==> config.mk <==
export PLATFORM = sky130hd
export DESIGN_NAME = park_entry_manager_flat
export DESIGN_NICKNAME = d
export VERILOG_FILES = /design/src/rtl/park_pkg.sv /design/src/rtl/park_entry_manager_if.sv /design/src/rtl/pattern_lfsr.sv /design/src/rtl/park_entry_manager.sv /design/src/flat_wrapper.sv
export SDC_FILE = /design/constraint.sdc
export NUM_CORES = 1
export LEC_CHECK = 0
export ABC_AREA = 1
export CAP_MARGIN = 20
export CORE_MARGIN = 2
export CORE_UTILIZATION = 55
export CTS_CLUSTER_SIZE = 24
export DETAILED_ROUTE_END_ITERATION = 10
export GPL_TIMING_DRIVEN = 1
export PLACE_DENSITY = 0.81
export SYNTH_ARGS = -nofsm -noshare
export SYNTH_HDL_FRONTEND = slang
export SYNTH_SLANG_ARGS = --single-unit
==> constraint.sdc <==
create_clock -name clk -period 8.9 [get_ports clk]
set_clock_uncertainty 0.1 [all_clocks]
set_input_delay 1.335 -clock clk [delete_from_list [all_inputs] [get_ports clk]]
set_output_delay 1.335 -clock clk [all_outputs]
set_load 0.005 [all_outputs]
==> src/rtl/park_pkg.sv <==
// Shared types and helpers for the car-park entry side: FSM encoding, slot math,
// and the token encrypt that exit_park's decrypt stage inverts.
package park_pkg;

    localparam int          SLOTS     = 8;
    localparam logic [2:0]  LFSR_SEED = 3'b001;

    typedef enum logic [1:0] {
        IDLE  = 2'd0,
        ALLOC = 2'd1,
        ISSUE = 2'd2
    } entry_state_e;

    // Must remain the exact inverse of exit_park's decrypt (XOR is self-inverse).
    function automatic logic [2:0] encrypt(input logic [2:0] slot, input logic [2:0] pat);
        return slot ^ pat;
    endfunction

    function automatic logic [3:0] count_free(input logic [7:0] occ);
        logic [3:0] cnt;
        cnt = 4'd0;
        for (int i = 0; i < 8; i++) begin
            if (!occ[i]) cnt = cnt + 4'd1;
        end
        return cnt;
    endfunction

    // Scans downward so the last hit is the lowest free index.
    function automatic logic [2:0] lowest_free(input logic [7:0] occ);
        logic [2:0] idx;
        idx = 3'd0;
        for (int i = 7; i >= 0; i--) begin
            if (!occ[i]) idx = 3'(i);
        end
        return idx;
    endfunction

    function automatic logic is_onehot(input logic [7:0] v);
        return (v != 8'd0) && ((v & (v - 8'd1)) == 8'd0);
    endfunction

endpackage

==> src/rtl/park_entry_manager_if.sv <==
// Driver-facing bus of the entry manager: entry/exit requests in, token and
// occupancy status out.
interface park_entry_manager_if;
    logic       enter;
    logic       exit;
    logic [7:0] exit_location;
    logic [2:0] token;
    logic [2:0] pattern;
    logic       token_valid;
    logic       reject;
    logic       exit_err;
    logic [7:0] occupancy;
    logic [3:0] free_count;
    logic       full;

    modport master (
        output enter, exit, exit_location,
        input  token, pattern, token_valid, reject, exit_err,
        input  occupancy, free_count, full
    );

    modport slave (
        input  enter, exit, exit_location,
        output token, pattern, token_valid, reject, exit_err,
        output occupancy, free_count, full
    );
endinterface

==> src/rtl/pattern_lfsr.sv <==
// Free-running 3-bit Fibonacci LFSR (period 7) supplying token patterns.
module pattern_lfsr #(
    parameter logic [2:0] SEED = 3'b001
) (
    input  logic       clk,
    input  logic       reset,
    output logic [2:0] q
);
    logic [2:0] q_q, q_d;

    always_comb begin
        q_d = {q_q[1:0], q_q[2] ^ q_q[1]};
    end

    always_ff @(posedge clk) begin
        if (reset) q_q <= SEED;
        else       q_q <= q_d;
    end

    assign q = q_q;
endmodule

==> src/rtl/park_entry_manager.sv <==
// Entry controller and occupancy-map owner: allocates the lowest free slot,
// issues slot^pattern tokens, and clears slots vacated through exit_park.
module park_entry_manager
    import park_pkg::*;
#(
    parameter logic [2:0] LFSR_SEED = park_pkg::LFSR_SEED,
    parameter int         SLOTS     = park_pkg::SLOTS
) (
    input  logic                 clk,
    input  logic                 reset,
    park_entry_manager_if.slave  bus
);
    entry_state_e     state_q, state_d;
    logic [2:0]       slot_q, slot_d;
    logic [2:0]       pat_reg_q, pat_reg_d;
    logic [2:0]       token_q, token_d;
    logic [2:0]       pattern_q, pattern_d;
    logic             token_valid_q, token_valid_d;
    logic             reject_q, reject_d;
    logic             exit_err_q, exit_err_d;
    logic [SLOTS-1:0] occ_q, occ_d;
    logic [3:0]       free_count_q, free_count_d;
    logic             full_q, full_d;
    logic [SLOTS-1:0] set_mask, clr_mask;
    logic [2:0]       lfsr;

    pattern_lfsr #(.SEED(LFSR_SEED)) u_lfsr (
        .clk   (clk),
        .reset (reset),
        .q     (lfsr)
    );

    always_comb begin
        state_d       = state_q;
        slot_d        = slot_q;
        pat_reg_d     = pat_reg_q;
        token_d       = token_q;
        pattern_d     = pattern_q;
        token_valid_d = 1'b0;
        reject_d      = 1'b0;
        exit_err_d    = 1'b0;
        set_mask      = '0;
        clr_mask      = '0;

        // Exits are independent of the FSM; only a clean one-hot hit on an occupied slot clears.
        if (bus.exit) begin
            if (is_onehot(bus.exit_location) && ((bus.exit_location & occ_q) != '0))
                clr_mask = bus.exit_location;
            else
                exit_err_d = 1'b1;
        end

        case (state_q)
            IDLE: begin
                if (bus.enter) begin
                    if (full_q) reject_d = 1'b1;
                    else        state_d  = ALLOC;
                end
            end
            ALLOC: begin
                // Chosen from pre-clear occupancy so a concurrent exit cannot move it.
                slot_d    = lowest_free(occ_q);
                pat_reg_d = lfsr;
                state_d   = ISSUE;
            end
            ISSUE: begin
                set_mask      = SLOTS'(1) << slot_q;
                token_d       = encrypt(slot_q, pat_reg_q);
                pattern_d     = pat_reg_q;
                token_valid_d = 1'b1;
                state_d       = IDLE;
            end
            default: state_d = IDLE;
        endcase

        occ_d        = (occ_q & ~clr_mask) | set_mask;
        free_count_d = count_free(occ_d);
        full_d       = &occ_d;
    end

    always_ff @(posedge clk) begin
        if (reset) begin
            state_q       <= IDLE;
            slot_q        <= 3'd0;
            pat_reg_q     <= 3'd0;
            token_q       <= 3'd0;
            pattern_q     <= 3'd0;
            token_valid_q <= 1'b0;
            reject_q      <= 1'b0;
            exit_err_q    <= 1'b0;
            occ_q         <= '0;
            free_count_q  <= 4'(SLOTS);
            full_q        <= 1'b0;
        end else begin
            state_q       <= state_d;
            slot_q        <= slot_d;
            pat_reg_q     <= pat_reg_d;
            token_q       <= token_d;
            pattern_q     <= pattern_d;
            token_valid_q <= token_valid_d;
            reject_q      <= reject_d;
            exit_err_q    <= exit_err_d;
            occ_q         <= occ_d;
            free_count_q  <= free_count_d;
            full_q        <= full_d;
        end
    end

    assign bus.token       = token_q;
    assign bus.pattern     = pattern_q;
    assign bus.token_valid = token_valid_q;
    assign bus.reject      = reject_q;
    assign bus.exit_err    = exit_err_q;
    assign bus.occupancy   = occ_q;
    assign bus.free_count  = free_count_q;
    assign bus.full        = full_q;
endmodule
==> src/flat_wrapper.sv <==
// flat-port wrapper written by rule: the top's interface ports become plain ports
module park_entry_manager_flat import park_pkg::*;
#(
    parameter logic [2:0] LFSR_SEED = park_pkg::LFSR_SEED,
    parameter int         SLOTS     = park_pkg::SLOTS
)
  (clk, reset, bus_enter, bus_exit, bus_exit_location, bus_token, bus_pattern, bus_token_valid, bus_reject, bus_exit_err, bus_occupancy, bus_free_count, bus_full);
  park_entry_manager_if bus_i ();
  input  logic clk;
  input  logic reset;
  input wire logic [$bits(bus_i.enter)-1:0] bus_enter;
  input wire logic [$bits(bus_i.exit)-1:0] bus_exit;
  input wire logic [$bits(bus_i.exit_location)-1:0] bus_exit_location;
  output wire logic [$bits(bus_i.token)-1:0] bus_token;
  output wire logic [$bits(bus_i.pattern)-1:0] bus_pattern;
  output wire logic [$bits(bus_i.token_valid)-1:0] bus_token_valid;
  output wire logic [$bits(bus_i.reject)-1:0] bus_reject;
  output wire logic [$bits(bus_i.exit_err)-1:0] bus_exit_err;
  output wire logic [$bits(bus_i.occupancy)-1:0] bus_occupancy;
  output wire logic [$bits(bus_i.free_count)-1:0] bus_free_count;
  output wire logic [$bits(bus_i.full)-1:0] bus_full;
  assign bus_i.enter = bus_enter;
  assign bus_i.exit = bus_exit;
  assign bus_i.exit_location = bus_exit_location;
  assign bus_token = bus_i.token;
  assign bus_pattern = bus_i.pattern;
  assign bus_token_valid = bus_i.token_valid;
  assign bus_reject = bus_i.reject;
  assign bus_exit_err = bus_i.exit_err;
  assign bus_occupancy = bus_i.occupancy;
  assign bus_free_count = bus_i.free_count;
  assign bus_full = bus_i.full;
  park_entry_manager #(.LFSR_SEED(LFSR_SEED), .SLOTS(SLOTS)) u_core (.clk(clk), .reset(reset), .bus(bus_i));
endmodule
=== Word-level counts from Yosys, hierarchy flattened ===
Index checks and enable logic that the tools add are counted.

* Register bits after elaboration: 33
* Bits of input ports: 12
* Output and inout port bits: 22
* Word-level logic and storage cells: 70

* Add/subtract/negate cells: 8
* Equality and inequality tests: 4
* Shift-type cells: 1
* Mux-type cells: 25
* Bitwise gates (word level): 10
* Reduce and logical (&&, ||, !) cells: 10

{| class="wikitable"
|+ Operators by type and width
! operator !! number
|-
| 4-bit 2-to-1 mux || 7
|-
| 4-bit by 1-bit adder with 4-bit output (second input constant) || 6
|-
| 8-bit bitwise AND || 3
|-
| 3-bit 2-to-1 mux || 8
|-
| 8-bit 2-to-1 mux || 3
|-
| 8-bit nonzero test || 2
|-
| 8-bit zero test || 1
|-
| 8-bit NOT || 1
|-
| 8-bit bitwise OR || 1
|-
| 8-bit AND reduction || 1
|-
| 1-bit by 3-bit left shift with 8-bit output (first input constant) || 1
|-
| 8-bit by 1-bit subtractor with 8-bit output (second input constant) || 1
|-
| 1-bit 2-to-1 mux || 4
|-
| 2-bit 2-to-1 mux || 2
|-
| 2-bit != test (second input constant) || 2
|-
| 2-bit case mux with 2 select lines || 1
|-
| 1-bit NOT || 3
|-
| 3-bit OR reduction || 1
|-
| 3-bit bitwise XOR || 1
|-
| 1-bit by 1-bit adder with 2-bit output (second input constant) || 1
|-
| 2-bit by 1-bit == test with 1-bit output (second input constant) || 1
|-
| 2-bit == test (second input constant) || 1
|-
| 1-bit logical AND || 2
|-
| 2-bit zero test || 1
|-
| other kinds (3) || 3
|}

=== Depth between registers and ports, before layout ===
* Depth after elaboration: 25
* Mapped depth: 32
* Depth with buffers taken out: 32

=== By module ===
Synthesis repeated with hierarchy kept, for this count alone.

* Cells, all modules: 326
* Area total of the unflattened synthesis: 2137.0 µm²

{| class="wikitable"
|+ By module, submodules not included
! module !! instances !! cells an instance !! area an instance (µm²)
|-
| park_entry_manager || 1 || 312 || 2026.9
|-
| pattern_lfsr || 1 || 14 || 110.1
|}

=== Worst setup path before layout ===
Ideal clock, no wire load.

* Path kind: input to register
* Start: in bus_exit_location[1]
* End: reg u_core.free_count_q[1], in the netlist u_core.bus.free_count[1]
* Data arrival time: 4922 ps
* Data required time: 8668 ps
* Slack: 3746 ps
* Stages on the path: 28
* Path through: nor2_4 a21oi_1 nor2_1 nand2_1 nor2_4 and2_4 nand3_1 nand2_1 nand2_1 ha_1 inv_1 nand2_2 nand2_2 inv_1 ha_1 nand2_1 o21ai_0 ha_1 or2_4 nand2_2 xnor2_1 o21ai_0 ha_1 nand2_1 nand2_2 ha_1 o21ai_0 a21oi_1

* Longest elaborated chain between the ends: 25
* Elaborated cells on any way between the ends: 28
* Those cells by class: add/sub (8); mux (10); bitwise (5); reduce/logical (5)

{| class="wikitable"
|+ RTL lines
! element !! RTL line !! text
|-
| start: declaration || flat_wrapper.sv:13 || <nowiki>input wire logic [$bits(bus_i.exit_location)-1:0] bus_exit_location;</nowiki>
|-
| 8-bit by 1-bit subtractor with 8-bit output || park_pkg.sv:39 || <nowiki>return (v != 8'd0) && ((v & (v - 8'd1)) == 8'd0);</nowiki>
|-
| 8-bit bitwise AND || park_pkg.sv:39 ||
|-
| 8-bit zero test || park_pkg.sv:39 ||
|-
| 1-bit logical AND || park_pkg.sv:39 ||
|-
| 1-bit logical AND * || park_entry_manager.sv:47 || <nowiki>if (is_onehot(bus.exit_location) && ((bus.exit_location & occ_q) != '0))</nowiki>
|-
| 8-bit 2-to-1 mux * || park_entry_manager.sv:47 ||
|-
| 8-bit 2-to-1 mux * || park_entry_manager.sv:46 || <nowiki>if (bus.exit) begin</nowiki>
|-
| 8-bit NOT * || park_entry_manager.sv:76 || <nowiki>occ_d = (occ_q & ~clr_mask) | set_mask;</nowiki>
|-
| [... 2 more ...] || - ||
|-
| named net u_core.occ_d[0] || park_entry_manager.sv:21 || <nowiki>logic [SLOTS-1:0] occ_q, occ_d;</nowiki>
|-
| [... 7 more ...] || - ||
|-
| 4-bit by 1-bit adder with 4-bit output || park_pkg.sv:23 || <nowiki>if (!occ[i]) cnt = cnt + 4'd1;</nowiki>
|-
| 4-bit 2-to-1 mux * || park_pkg.sv:23 ||
|-
| 4-bit by 1-bit adder with 4-bit output || park_pkg.sv:23 ||
|-
| 4-bit 2-to-1 mux * || park_pkg.sv:23 ||
|-
| 4-bit by 1-bit adder with 4-bit output || park_pkg.sv:23 ||
|-
| 4-bit 2-to-1 mux * || park_pkg.sv:23 ||
|-
| 4-bit by 1-bit adder with 4-bit output || park_pkg.sv:23 ||
|-
| 4-bit 2-to-1 mux * || park_pkg.sv:23 ||
|-
| end signal: assignment || park_entry_manager.sv:92 || <nowiki>free_count_q <= 4'(SLOTS);</nowiki>
|-
| end signal: assignment || park_entry_manager.sv:104 || <nowiki>free_count_q <= free_count_d;</nowiki>
|-
| end: declaration || park_entry_manager.sv:22 || <nowiki>logic [3:0] free_count_q, free_count_d;</nowiki>
|}

The timed path passes the listed nets; every way through them passes the cells marked *.
A chain may end at the register's enable or synchronous reset.

=== Final worst setup path ===
Ends and elaborated chain as after synthesis.

==> results.sh <==
export IMPL_finalCriticalPeriod_ns=5.78
export IMPL_die_h_um=67.3
export IMPL_antenna_found_initial=0
export IMPL_slowest_stage="clkdlybuf4s50_1"
export IMPL_finalHoldViolCount=0
export IMPL_dieWidth_um=67.3
export IMPL_slew_limit_headroom=0.528
export IMPL_final_cells=414
export IMPL_syn_avg_cell_area_um2=6.69
export IMPL_top_usage_layer="met2"
export IMPL_synth_net_count=350
export IMPL_cts_tree="done"
export IMPL_final_common_cell="nand2_1"
export IMPL_p_clk_frac=0.296
export IMPL_power_switching_uw=106
export IMPL_crit_fanout=5
export IMPL_vias=2131
export IMPL_comb_power_share=0.259
export IMPL_layout_common_cells="80 x nand2_1, 40 x nor2_1, 37 x inv_1"
export IMPL_worst_setup_path_start_kind="input pin"
export IMPL_setup_violations=0
export IMPL_synth_ff_type="dfxtp_1"
export IMPL_synth_edf_count=0
export IMPL_insertedDiodeCount=0
export IMPL_drt_wl_total_mm=4.87
export IMPL_track_usage=0.243
export IMPL_area_growth_pct=20.8
export IMPL_fin_crit_sh=0.649
export IMPL_netlist_area_um2=2200
export IMPL_grt_use_met2=0.420
export IMPL_postCtsHoldBufs=0
export IMPL_grt_pass1_vias=1950
export IMPL_gr_usage_met3=0.0450
export IMPL_p_int_uw=252
export IMPL_status="finished clean"
export IMPL_hpwlAfterDp_mm=3.92
export IMPL_grt_pass1_wl_mm=8.38
export IMPL_initial_core_util=0.588
export IMPL_drtPass1Iterations=4
export IMPL_critPathRequiredTime_ns=8.94
export IMPL_wl_per_cell_um=11.8
export IMPL_rsz0062_at_grt="no"
export IMPL_drive_gt1_frac=0.167
export IMPL_synth_seq_cells=33
export IMPL_register_area_um2=661
export IMPL_total_power_uw=358
export IMPL_clkTransAtPathRegs_ns=0.07
export IMPL_core_um2=3740
export IMPL_post_cts_resized=0
export IMPL_timing_fmax_mhz=173
export IMPL_syn_inst=329
export IMPL_async_reset_ff_frac=0
export IMPL_n_fill_cell=353
export IMPL_layout_nets=386
export IMPL_cap_viol_max_count=0
export IMPL_fp_row_count=22
export IMPL_ir_drop_uv=137
export IMPL_clock_latency_ns=0.28
export IMPL_leakage_nw=1.18
export IMPL_grt_ovfl_total=0
export IMPL_drt_iter0_drc=95
export IMPL_postCtsSetupRepairBufs=0
export IMPL_io_buffer_count=33
export IMPL_sequentialPowerShare=0.445
export IMPL_worst_slew_pin_slew_ns=0.705
export IMPL_ios=34
export IMPL_finalSetupTns_ns=0
export IMPL_synth_cell_types=34
export IMPL_hp_class="register to register"
export IMPL_drt_vias_per_instance=5.15
export IMPL_critical_path_class="input pin to register"
export IMPL_switching_share=0.296
export IMPL_htreeDepth=2
export IMPL_place_congestion=0.818
export IMPL_clock_sinks=33
export IMPL_drc=0
export IMPL_p_per_area_nw_per_um2=135
export IMPL_crit_arrival_ns=5.81
export IMPL_cts_path_max_buffers=2
export IMPL_placed_cells=406
export IMPL_dieArea_um2=4520
export IMPL_ant_nets=0
export IMPL_cts_buffers=5
export IMPL_grtUsageMet1=0.305
export IMPL_multi_input_area_um2=1350
export IMPL_yosysWarnings=0
export IMPL_critPathMaxStageDelay_ns=0.53
export IMPL_ys_seq_area_frac=0.300
export IMPL_final_max_slew_violation_count=0
export IMPL_crit_path_end_kind="register"
export IMPL_root_buffer="clkbuf_8"
export IMPL_grt_max_degree=20
## path summary, 6_finish.rpt
check	from	to	slack, ns	depth (start not counted)
setup / recovery	bus_exit_location[1]	u_core.bus.free_count[1]$_SDFF_PP0_	3.12	29
setup reg to reg	u_core.bus.occupancy[2]$_SDFF_PP0_	u_core.bus.free_count[1]$_SDFF_PP0_	4.33	29
hold / removal	u_core.u_lfsr.q[0]$_SDFF_PP1_	u_core.u_lfsr.q[1]$_SDFF_PP0_	0.34	2
hold reg to reg	u_core.u_lfsr.q[0]$_SDFF_PP1_	u_core.u_lfsr.q[1]$_SDFF_PP0_	0.34	2
## state kept, by name (all words and copies together) (netlist names)
register,count
u_core.pat_reg_q,3
u_core.bus.token_valid,1
u_core.state_q,2
u_core.bus.occupancy,8
u_core.slot_q,3
u_core.u_lfsr.q,3
u_core.bus.reject,1
u_core.bus.free_count,4
u_core.bus.pattern,3
u_core.bus.full,1
u_core.bus.token,3
u_core.bus.exit_err,1
## layout make-up
| type | count | area share |
|---|---|---|
| multi-input cells | 247 | 0.509 |
| flip-flops and latches | 33 | 0.249 |
| repair buffers | 33 | 0.124 |
| inverters | 45 | 0.0645 |
| clock buffers | 6 | 0.0273 |
| well taps | 48 | 0.0226 |
| clock inverters | 2 | 0.00377 |
## synthesized netlist by cell type (4+ instances only)
cell,number,area share
a21oi_1,18,0.041
dfxtp_1,33,0.30
ha_1,9,0.051
inv_1,37,0.063
inv_2,4,0.0068
nand2_1,80,0.14
nand2_2,20,0.057
nand3_1,22,0.050
nand3_2,10,0.045
nor2_1,40,0.068
nor2_2,4,0.011
nor2_4,4,0.020
o21ai_0,16,0.036
## layer usage
metal  share of wire  vias up
li1                -     1113
met1            0.46      966
met2            0.48       47
met3           0.049        5
met4          0.0090        0
met5               0        -
## stage by stage
stage	worst slack (ns)	util	instance area [µm²]	hold WS, ns
floorplan	3.75	-	2200	0.310
global placement	3.01	0.688	2570	0.316
detailed placement	2.86	0.688	2570	0.329
CTS	3.13	0.710	2660	0.337
global route	2.72	0.710	2660	0.354
finish	3.12	0.710	2660	0.340
## critical path, delay by kind of cell
| family | cells | cell delay (ns) |
|---|---|---|
| AND/OR/NAND/NOR | 15 | 1.66 |
| adder cells (fa/ha/maj) | 5 | 1.50 |
| buffers and inverters | 3 | 0.66 |
| AO/OA/AOI/OAI | 5 | 0.54 |
| XOR/XNOR | 1 | 0.11 |
## power groups by stage
| stage | Sequential [mW] | Clock (mW) | Combinational (mW) |
|---|---|---|---|
| floorplan | 0.163 | 0 | 0.0634 |
| global placement | 0.162 | 0 | 0.0905 |
| detailed placement | 0.163 | 0 | 0.0931 |
| CTS | 0.159 | 0.107 | 0.0937 |
| global route | 0.160 | 0.115 | 0.105 |
| finish | 0.159 | 0.106 | 0.0927 |
## cell families (layout without fill, tap and decap cells)
kind of cell	Yosys count	in the layout	synth area share
AND/OR/NAND/NOR	192	192	0.441
buffers and inverters	49	86	0.0853
AO/OA/AOI/OAI	42	42	0.107
flip-flops	33	33	0.300
adder cells (fa/ha/maj)	9	9	0.0512
XOR/XNOR	4	4	0.0159
(Power assumes the default switching activity.)
==> variant, RTL diff (same settings) <==
Encoding of `entry_state_e`: now one-hot (3 bits for 3 states).
--- a/src/rtl/park_pkg.sv
+++ b/src/rtl/park_pkg.sv
@@ -6,8 +6,8 @@
     localparam logic [2:0]  LFSR_SEED = 3'b001;
 
-    typedef enum logic [1:0] {
-        IDLE  = 2'd0,
-        ALLOC = 2'd1,
-        ISSUE = 2'd2
+    typedef enum logic [2:0] {
+        IDLE  = 3'b001,
+        ALLOC = 3'b010,
+        ISSUE = 3'b100
     } entry_state_e;
 
Formal check against the unedited RTL: same outputs for any inputs over 10 cycles, from zero or initial values and one cycle with reset high; not proved beyond that.
==> variant against the original RTL <==
Non-clock buffer count unchanged. Largest cell class unchanged. Via count fell by 1.8%. Design area decreased by 1.0%. Sequential cell count increased by 1. Critical endpoint is now u_core.bus.free_count[2]. Core utilization down 0.74 points. First-iteration DRC count increased by 26%. Area after synthesis fell by 0.97%. Setup slack gained 0.054 ns. Routed wire length down 2.8%.
Power is not compared: it rests on default switching activity, and its combinational part moved more than twofold at a synthesized area within 25%.
==> variant: results (changes against the original RTL) <==
cp_slowest_stage_delay_ns: 0.48  # was 0.53 ns
async_flop_share: 0  # unchanged
r2r-end: "u_core.bus.free_count[2]"  # was u_core.bus.free_count[1]
vias: 2093  # was 2,131
grt_max_degree: 21  # was 20
r2r_slack_ns: 4.21  # was 4.33 ns
gp_congestion: 0.911  # was 0.818
synth_common_cells: "74 x nand2_1, 41 x inv_1, 34 x dfxtp_1"  # was 80 x nand2_1, 40 x nor2_1, 37 x inv_1
ys_seq_area_frac: 0.312  # was 0.300
root_buffer: "clkbuf_8"  # unchanged
drive_above_1_share: 0.140  # was 0.167
drt_iter0_markers: 120  # was 95
clk_latency_ns: 0.27
synth_fp_nets: 351  # was 350
grt_pass1_vias: 1871  # was 1,950
hpwlAfterDp_um: 3780  # was 3920 um
worstPathArrival_ns: 5.79  # was 5.81 ns
nets: 383  # was 386
fin_area_um2: 2630  # was 2660 um^2
relSlewSlack: 0.475  # was 0.528
netlist_top_cells_area: "dfxtp_1 31%, nand2_1 13%, inv_1 7.1%"  # was dfxtp_1 30%, nand2_1 14%, nor2_1 6.8%
grt_use_total: 0.233  # was 0.243
fill_cells: 351  # was 353
total_leakage_power_nw: 1.14
status: "finished clean"  # unchanged
worstReg2RegStart: "u_core.state_q[2]"  # was u_core.bus.occupancy[2]
==> variant: cell families after synthesis <==
group / count (synthesis) / share of synthesized area
XOR/XNOR: 4 / 0.0161
AO/OA/AOI/OAI: 44 / 0.106
AND/OR/NAND/NOR: 184 / 0.416
flip-flops: 34 / 0.312
adder cells (fa/ha/maj): 9 / 0.0517
buffers and inverters: 55 / 0.0982
==> variant: through the flow <==
stage	setup slack [ns]	hold WS (ns)	cells
finish	3.18	0.325	411
global route	2.69	0.357	411
CTS	3.17	0.325	411
detailed placement	2.88	0.314	403
global placement	3.05	0.309	403
floorplan	3.78	0.300	330
==> variant: where the power goes <==
group          internal [mW]  total, mW  switching [mW]
registers              0.155      0.157         0.00159
clock network         0.0621      0.116          0.0542
logic                 0.0111     0.0249          0.0137
==> variant: worst max path at each step <==
| stage | slack (ns) | cells after the start | start | to |
|---|---|---|---|---|
| floorplan | 3.78 | 27 | bus_exit_location[0] | u_core.bus.free_count[1] |
| global placement | 3.05 | 28 | bus_exit_location[0] | u_core.bus.free_count[1] |
| detailed placement | 2.88 | 30 | bus_exit_location[0] | u_core.bus.free_count[2] |
| CTS | 3.17 | 30 | bus_exit_location[0] | u_core.bus.free_count[2] |
| global route | 2.69 | 28 | bus_exit_location[1] | u_core.bus.free_count[1] |
| finish | 3.18 | 30 | bus_exit_location[0] | u_core.bus.free_count[2] |
==> variant: layer usage <==
metal / share of wire / global-route usage
met3: 0.042 / 0.0456
met5: 0 / 0
met1: 0.48 / 0.319
met4: 0.0044 / 0.0459
met2: 0.47 / 0.380
==> variant: layout make-up <==
| class | count | share of cell area |
|---|---|---|
| inverter | 47 | 0.0680 |
| clock inverter | 2 | 0.00476 |
| sequential | 34 | 0.259 |
| timing repair buffer | 33 | 0.126 |
| clock buffer | 6 | 0.0314 |
| multi-input combinational | 241 | 0.489 |
| tap | 48 | 0.0228 |
==> variant: worst register-to-register path: cells and delay by family, from the launching register on <==
kind | cells | cell delay, ns
AO/OA/AOI/OAI | 4 | 0.45
XOR/XNOR | 1 | 0.12
adder cells (fa/ha/maj) | 5 | 1.27
buffers and inverters | 6 | 0.47
flip-flops | 1 | 0.33
AND/OR/NAND/NOR | 13 | 1.82
